$ cat config.mk
export PLATFORM = sky130hd
export DESIGN_NAME = lfsr_predictor
export DESIGN_NICKNAME = d
export VERILOG_FILES = /design/src/rtl/lfsr_pkg.sv /design/src/rtl/lfsr_checker_predictor.sv
export SDC_FILE = /design/constraint.sdc
export NUM_CORES = 1
export LEC_CHECK = 0
export ABC_AREA = 1
export CORE_MARGIN = 2
export CORE_UTILIZATION = 35
export CTS_BUF_LIST = sky130_fd_sc_hd__clkbuf_4
export CTS_CLUSTER_DIAMETER = 120
export DETAILED_ROUTE_END_ITERATION = 12
export PLACE_DENSITY = 0.79
export SLEW_MARGIN = 20
export SYNTH_ARGS = -nofsm -noshare
export SYNTH_HDL_FRONTEND = slang
export SYNTH_SLANG_ARGS = --single-unit
export TNS_END_PERCENT = 5
$ cat constraint.sdc
create_clock -name clk -period 1.2 [get_ports clk]
set_input_delay 0.24 -clock clk [delete_from_list [all_inputs] [get_ports clk]]
set_output_delay 0.24 -clock clk [all_outputs]
set_load 0.005 [all_outputs]
$ cat src/rtl/lfsr_pkg.sv
// Shared LFSR definitions: checker FSM states, default feedback mask and the
// step function used by both the pattern generator and the checker.
package lfsr_pkg;

    typedef enum logic [1:0] {
        SEARCH = 2'd0,
        VERIFY = 2'd1,
        LOCKED = 2'd2
    } lfsr_state_t;

    // Widest LFSR the shared step function supports.
    localparam int LFSR_MAX_WIDTH = 32;

    // x^13 + x^12 + x^11 + x^8 + 1 (bit i set means the x^(i+1) term is present).
    localparam logic [12:0] LFSR_TAPS_13 = 13'h1C80;

    // One Fibonacci step: shift left and insert the parity of the tapped bits.
    // Callers zero-extend x and taps to LFSR_MAX_WIDTH and truncate the result
    // back to their own width; bits at or above 'width' are forced to zero.
    function automatic logic [LFSR_MAX_WIDTH-1:0] lfsr_next(
        input logic [LFSR_MAX_WIDTH-1:0] x,
        input logic [LFSR_MAX_WIDTH-1:0] taps,
        input int                        width
    );
        logic [LFSR_MAX_WIDTH-1:0] mask;
        logic                      fb;
        fb   = ^(x & taps);
        mask = '0;
        for (int i = 0; i < LFSR_MAX_WIDTH; i++) begin
            if (i < width) begin
                mask[i] = 1'b1;
            end
        end
        return ((x << 1) | {{(LFSR_MAX_WIDTH-1){1'b0}}, fb}) & mask;
    endfunction

endpackage

$ cat src/rtl/lfsr_checker_predictor.sv
// Local LFSR predictor: holds the value the checker expects next. 'load'
// seeds it with the step after a received word, 'step' advances it by one.
module lfsr_predictor
    import lfsr_pkg::*;
#(
    parameter int                    LFSR_WIDTH = 13,
    parameter logic [LFSR_WIDTH-1:0] TAPS       = LFSR_TAPS_13
) (
    input  logic                  clk,
    input  logic                  rst,
    input  logic                  load,
    input  logic                  step,
    input  logic [LFSR_WIDTH-1:0] seed,
    output logic [LFSR_WIDTH-1:0] value
);

    logic [LFSR_WIDTH-1:0] step_src;
    logic [LFSR_WIDTH-1:0] step_result;

    // A load takes priority and advances from the seed rather than from the register.
    assign step_src    = load ? seed : value;
    assign step_result = LFSR_WIDTH'(lfsr_next(LFSR_MAX_WIDTH'(step_src),
                                               LFSR_MAX_WIDTH'(TAPS),
                                               LFSR_WIDTH));

    // Predictor register; only moves when the checker asks it to.
    always_ff @(posedge clk) begin
        if (rst) begin
            value <= '0;
        end else if (load || step) begin
            value <= step_result;
        end
    end

endmodule

==> impl_metrics.ini, run 1 <==
[timing]
worst_slew_margin_rel_pct = 79.0
final.period_utilization_pct = 92.5
tns_ps = 0
tightest_slew_ps = 315
period_minus_slack_ps = 1110
fmax_mhz = 901
setup_violations = 0
hold_viol = 0
rsz0062_at_grt = no
finClkSkew_ps = 1.77
fin_hold_ws_ps = 480
slew_viol_final = 0

[detailed_routing]
routed_wl_um = 2090
ant_nets = 0
firstDrtPassIters = 4
drc = 0
post_drt_wl_per_cell_um = 10.9
via_per_inst = 4.69
dr.first_iter.drc_count = 20
vias = 900

[floorplanning]
die_w_um = 50.7
die_y_um = 50.7
io_pins = 30
core.rowCount = 16
dieArea_um2 = 2570
design.core.area_um2 = 2000
initial_core_util_pct = 38.1

[critical_path]
crit_family = buffers and inverters
crit_required_ps = 1430
critPathArrivalTime_ps = 1340
critical_path.cell_chain = clkdlybuf4s50_1, nand2_1, buf_4, o221ai_1, nand2_1, inv_1
cp_common_cell = nand2_1
critPathMaxStageDelay_ps = 530
cpMaxStageDelayCell = clkdlybuf4s50_1
crit_path_start_kind = input port
crit_fanout = 7
path_buf_inv = 3
reg2reg_slack_ps = 130
cp-end-kind = flop
worstSetupPathType = in -> reg

[synthesis]
synthCells = 124
synth-edff-count = 0
yosys_warnings = 0
seq_area_frac_synth_pct = 34.1
synth_most_common_cell = nand2_1
async_flop_share_pct = 0
yosysTopAreaCellShare_pct = 34.1
syn_avg_cell_area_um2 = 6.16
netlist_top_cells_area = dfxtp_1 (34%), nand2_1 (30%), inv_1 (13%)
synth-main-ff-cell = dfxtp_1
synth_fp_nets = 141
ys_top_cells_by_count = nand2_1 (61), inv_1 (26), dfxtp_1 (13)
netlist_area_um2 = 763
yosys.area.top_type = dfxtp_1
synth.distinct_cells = 14
synth_seq_cells = 13

[clock_network]
cts.sinks = 13
cts_max_path_buffers = 2
cts_buffers = 3
root_buffer = clkbuf_4
h-tree-depth = 1
path_clk_slew_ps = 80
postCtsHoldBufs = 0
clkLatencyLatePin_ps = 270
cts_tree = built

[pwr]
switchingPower_uw = 303
p_clk_share_pct = 27.6
peakVddDrop_uv = 662
power_density_nw_per_um2 = 918
swShare_pct = 28.3
p_seq_share_pct = 44.7
total_leakage_power_nw = 0.672
intPower_uw = 770
p_comb_share_pct = 27.7

[placement]
dp_hpwl_um = 1570
io_buffers = 29
place_congestion = 0.778

[global_route]
antenna_found_initial = 0
grt_first_pass_wirelength_um = 3450
grt_usage_pct = 17.5
grt_pass1_vias = 851
grt_max_degree = 15
overflow = 0

[cells_and_area]
nFillCells = 192
largest_reg_flops = 13
synthToLayoutAreaGrowth_pct = 53.3
diodes = 0
max_flop_register = value
nNetsFinal = 183
drive_gt1_share_pct = 16.4
top_regs = value (13)

[flow_run]
maxCapViolations = 0

[min_path]
hp-class = reg -> reg

[run_status]
status = complete, no violations
==> final cells by class <==
class | instances | area (um^2) | share of cell area (%)
clock buffer | 4 | 30.0 | 2.57
timing repair buffer | 40 | 363 | 31.0
timing repair inverter | 1 | 7.51 | 0.642
multi-input combinational | 79 | 359 | 30.7
tap | 27 | 33.8 | 2.89
sequential | 13 | 269 | 23.0
inverter | 28 | 108 | 9.20
==> logic make-up (layout without fill, tap and decap cells) <==
kind of cell / count (synthesis) / in the layout / synth area share, %
compound gates: 16 / 16 / 14.9
buf+inv: 32 / 73 / 18.9
simple gates: 63 / 63 / 32.1
flops: 13 / 13 / 34.1
==> cells in the final DEF (no fill, tap or decap) <==
master	n
dlymetal6s2s_1	1
inv_1	26
o211ai_2	1
inv_2	1
dlygate4sd2_1	13
o221ai_1	6
clkbuf_4	4
inv_4	1
dfxtp_1	6
clkinvlp_4	1
buf_6	1
a31oi_1	1
dfxtp_2	7
nand2_1	61
nand3_1	1
nor2_4	1
o21ai_0	3
buf_4	10
clkdlybuf4s50_1	15
o211ai_1	1
a21oi_1	4
==> power groups by stage <==
| stage | registers, mW | logic, mW | clock network [mW] |
|---|---|---|---|
| floorplan | 0.491 | 0.139 | 0 |
| global placement | 0.491 | 0.286 | 0 |
| detailed placement | 0.491 | 0.296 | 0 |
| CTS | 0.480 | 0.296 | 0.300 |
| global route | 0.484 | 0.332 | 0.329 |
| finish | 0.480 | 0.297 | 0.296 |
==> worst min-delay path, delay by kind of cell (launching register included) <==
kind / cells / cell delay [ps]
compound gates: 1 / 60
flops: 1 / 330
simple gates: 1 / 60
==> routing by layer <==
layer	track usage [%]	share of wire, %	wire length [um]
met3	4.17	6.3	132
met4	6.76	1.4	29
met5	0	0	0
met2	32.0	50	1050
met1	19.2	42	884
==> repair_timing <==
| action | in CTS | in global routing |
|---|---|---|
| pin swaps | 0 | 0 |
| gates resized for setup | 22 | 2 |
| setup endpoints to repair | 22 | 8 |
| buffers inserted | 3 | 0 |
| hold endpoints to repair | 0 | 0 |
| gates cloned | 0 | 1 |
==> path summary, 6_finish.rpt <==
check	startpoint	endpoint	depth (start not counted)
worst max-delay path	step	value[4]	6
worst min-delay path	value[6]	value[7]	2
worst max register to register	value[7]	value[0]	10
worst min register to register	value[6]	value[7]	2
==> stage by stage <==
| step | setup slack, ps | instances | instance area (um^2) | power [mW] | utilization (%) |
|---|---|---|---|---|---|
| 2_1_floorplan | 219 | 124 | 763 | 0.630 | - |
| 3_3_place_gp | -272 | 184 | 1110 | 0.777 | 55.4 |
| 3_5_place_dp | -344 | 184 | 1110 | 0.787 | 55.4 |
| 4_1_cts | 3.67 | 191 | 1160 | 1.08 | 57.9 |
| 5_1_grt | 20.9 | 192 | 1170 | 1.15 | 58.4 |
| 6_report | 90.5 | 192 | 1170 | 1.07 | 58.4 |
Note: power is estimated with default switching activity, not from simulation.
==> run 2: changes to the inputs <==
--- a/constraint.sdc
+++ b/constraint.sdc
@@ -3,2 +3,2 @@
 set_output_delay 0.24 -clock clk [all_outputs]
-set_load 0.005 [all_outputs]
+set_load 0.1 [all_outputs]
==> impl_metrics.ini, run 2 (same netlist as run 1, synthesis figures left out) <==
[cells_and_area]
top_regs = value (13)
largest_reg_flops = 13
max_flop_register = value
fin_area_um2 = 1290
final_util_pct = 64.4
drive_gt1_share_pct = 21.6
nNetsFinal = 180
diodes = 0
final_common_cell = nand2_1
synthToLayoutAreaGrowth_pct = 69.0
mostFrequentLayoutCells = nand2_1 (61), inv_1 (26), clkdlybuf4s50_1 (14)
nFillCells = 185

[placement]
io_buffers = 29
dp_hpwl_um = 1560
pre_cts_slack_ps = -323
placed_area_um2 = 1240
place_congestion = 0.833

[global_route]
grt_pass1_vias = 824
overflow = 0
grt_first_pass_wirelength_um = 3390
grt_usage_pct = 17.5
grt_max_degree = 15
antenna_found_initial = 0

[critical_path]
path_buf_inv = 1
worstSetupPathType = reg -> out
crit_fanout = 3
crit_required_ps = 960
cp-end-kind = output pin
crit_cells = 1
crit_family = flip-flops
cpMaxStageDelayCell = dfxtp_1
critPathMaxStageDelay_ps = 410
reg2reg_depth = 9
crit_path_start_kind = flop
critPathArrivalTime_ps = 890
critical_path.cell_chain = buf_12

[timing]
final.period_utilization_pct = 93.9
setup_violations = 0
worst_slew_margin_rel_pct = 77.9
fin_hold_ws_ps = 419
slew_viol_final = 0
tns_ps = 0
rsz0062_at_grt = no
tightest_slew_ps = 331
finClkSkew_ps = 2.28
hold_viol = 0
period_minus_slack_ps = 1130
fin_ws_ps = 73.3
fmax_mhz = 888

[detailed_routing]
dr.first_iter.drc_count = 9
firstDrtPassIters = 4
ant_nets = 0
post_drt_wl_per_cell_um = 10.5
routed_wl_um = 1980
drc = 0
vias = 864
via_per_inst = 4.57

[clock_network]
root_buffer = clkbuf_4
cts_setup_buffers = 0
postCtsHoldBufs = 0
cts_buffers = 3
path_clk_slew_ps = 80
cts_tree = built
cts.sinks = 13
cts_max_path_buffers = 2
h-tree-depth = 1
clkLatencyLatePin_ps = 270

[floorplanning]
initial_core_util_pct = 38.1
die_y_um = 50.7
die_w_um = 50.7
design.core.area_um2 = 2000
dieArea_um2 = 2570
core.rowCount = 16
io_pins = 30

[pwr]
power_density_nw_per_um2 = 1050
total_leakage_power_nw = 0.675
peakVddDrop_uv = 746

[run_status]
status = complete, no violations

[flow_run]
maxCapViolations = 0

[min_path]
hp-class = in -> reg
min_path_cells = 4
run 2: what timing repair did:
item / in CTS / in global routing
resized for setup: 4 / 1
setup endpoints to repair: 8 / 2
gates cloned: 1 / 0
run 2: metrics by stage:
stage	instances	power [mW]
2_1_floorplan	124	0.842
3_3_place_gp	184	1.07
3_5_place_dp	184	1.08
4_1_cts	189	1.36
5_1_grt	189	1.43
6_report	189	1.36
run 2: power breakdown:
part	leakage (nW)	internal, mW	total, mW	switching [mW]
clock network	0.0184	0.151	0.286	0.135
logic	0.547	0.226	0.569	0.343
registers	0.109	0.463	0.500	0.0370
run 2: path summary, 6_finish.rpt:
| path | from | end | slack (ps) |
|---|---|---|---|
| setup reg to reg | value[7] | value[0] | 170 |
| hold / removal | step | value[12] | 420 |
| setup / recovery | value[8] | value[8] | 70 |
| hold reg to reg | value[6] | value[7] | 520 |
run 2: worst register-to-register path: stages, from the launching register on:
cell and delay [ps]:
dfxtp_2 390, inv_1 60, nand2_1 60, nand2_1 80
nand2_1 70, nand2_1 50, nand2_1 50, nand3_1 70
nand2_1 60, inv_1 40
run 2: cell type report:
cell class	instances	area (um^2)	area share, %
clock buffer	4	30.0	2.33
timing repair buffer	37	485	37.6
sequential	13	267	20.7
inverter	28	108	8.34
tap	27	33.8	2.62
timing repair inverter	1	7.51	0.582
multi-input combinational	79	359	27.8
run 2: routing by layer:
metal,global-route usage (%),share of wire [%]
met4,7.66,0.50
met3,5.36,6.4
met5,0,0
met2,30.3,49
met1,19.7,44
==> run 3: changes to the inputs <==
RECOVER_POWER = 100   (was unset)
==> impl_metrics.ini, run 3 (same netlist as run 1, synthesis figures left out) <==
[placement]
io_buffers = 29
place_inst = 184
dp_hpwl_um = 1560
placed_area_um2 = 1240
pre_cts_slack_ps = -323
place_congestion = 0.833

[cells_and_area]
synthToLayoutAreaGrowth_pct = 53.8
nFillCells = 204
max_flop_register = value
stdcell_count = 189
diodes = 0
largest_reg_flops = 13
final_common_cell = nand2_1
nNetsFinal = 180
fin_area_um2 = 1170
drive_gt1_share_pct = 21.0
mostFrequentLayoutCells = nand2_1 (61), inv_1 (27), clkdlybuf4s50_1 (14), buf_6 (14), dfxtp_1 (8)
top_regs = value (13)
final_util_pct = 58.6

[global_route]
grt_usage_pct = 17.5
grt_util_met2_pct = 30.3
grt_pass1_vias = 824
overflow = 0
grt_max_degree = 15
antenna_found_initial = 0
use_met1_pct = 19.7
grt_first_pass_wirelength_um = 3390
top_usage_layer = met2
met3_usage_pct = 5.36

[detailed_routing]
drc = 0
routed_wl_um = 2000
firstDrtPassIters = 4
dr.first_iter.drc_count = 10
ant_nets = 0
post_drt_wl_per_cell_um = 10.6
vias = 863
via_per_inst = 4.57

[critical_path]
crit_required_ps = 960
critPathMaxStageDelay_ps = 380
critical_path.cell_chain = buf_6
crit_fanout = 3
path_buf_inv = 1
crit_family = flip-flops
critPathArrivalTime_ps = 900
cp-end-kind = output pin
cpMaxStageDelayCell = dfxtp_1
worstSetupPathType = reg -> out
crit_path_start_kind = flop

[timing]
period_minus_slack_ps = 1140
final.period_utilization_pct = 95.0
fin_ws_ps = 60.0
rsz0062_at_grt = no
tns_ps = 0
finClkSkew_ps = 3.07
worst_slew_margin_rel_pct = 78.1
slew_viol_final = 0
fin_hold_ws_ps = 460
tightest_slew_ps = 328
fmax_mhz = 877
setup_violations = 0
hold_viol = 0

[clock_network]
cts.sinks = 13
cts_tree = built
postCtsHoldBufs = 0
cts_buffers = 3
cts_max_path_buffers = 2
root_buffer = clkbuf_4
path_clk_slew_ps = 70
h-tree-depth = 1
clkLatencyLatePin_ps = 270
cts_setup_buffers = 0

[floorplanning]
io_pins = 30
initial_core_util_pct = 38.1
dieArea_um2 = 2570
die_y_um = 50.7
die_w_um = 50.7
core.rowCount = 16
design.core.area_um2 = 2000

[pwr]
peakVddDrop_uv = 729
p_total_mw = 1.29
power_density_nw_per_um2 = 1100
total_leakage_power_nw = 0.643

[min_path]
hp-class = in -> reg

[flow_run]
maxCapViolations = 0

[run_status]
status = complete, no violations
[run 3: cell type report]
class,count,area (um^2),area share (%)
flip-flops and latches,13,267,22.7
well taps,27,33.8,2.88
repair buffers,37,372,31.7
clock buffers,4,30.0,2.56
repair inverters,1,7.51,0.640
inverters,28,105,8.96
multi-input cells,79,359,30.6
[run 3: path summary, 6_finish.rpt]
check	startpoint	endpoint	slack [ps]	depth (start not counted)
max	value[8]	value[8]	60	1
max reg2reg	value[7]	value[0]	180	9
min	step	value[7]	460	5
min reg2reg	value[6]	value[7]	500	2
[run 3: worst register-to-register path, cell delays in order (launching register included)]
cell     delay [ps]
dfxtp_2         380
inv_1            60
nand2_1          50
nand2_1          90
nand2_1          70
nand2_1          50
nand2_1          50
nand3_1          80
nand2_1          70
inv_1            40
[run 3: per-layer routing]
layer	vias up	wire, um
met1	384	898
met2	25	967
met4	0	10
met3	2	119
met5	-	0
li1	452	-
[run 3: power breakdown]
group / total [mW] / switching [mW] / internal (mW)
Combinational: 0.515 / 0.343 / 0.172
Sequential: 0.490 / 0.0268 / 0.463
Clock: 0.287 / 0.136 / 0.151
[run 3: what timing repair did]
item,in CTS,in global routing
gates cloned,1,0
setup endpoints to repair,8,2
gates resized for setup,4,1
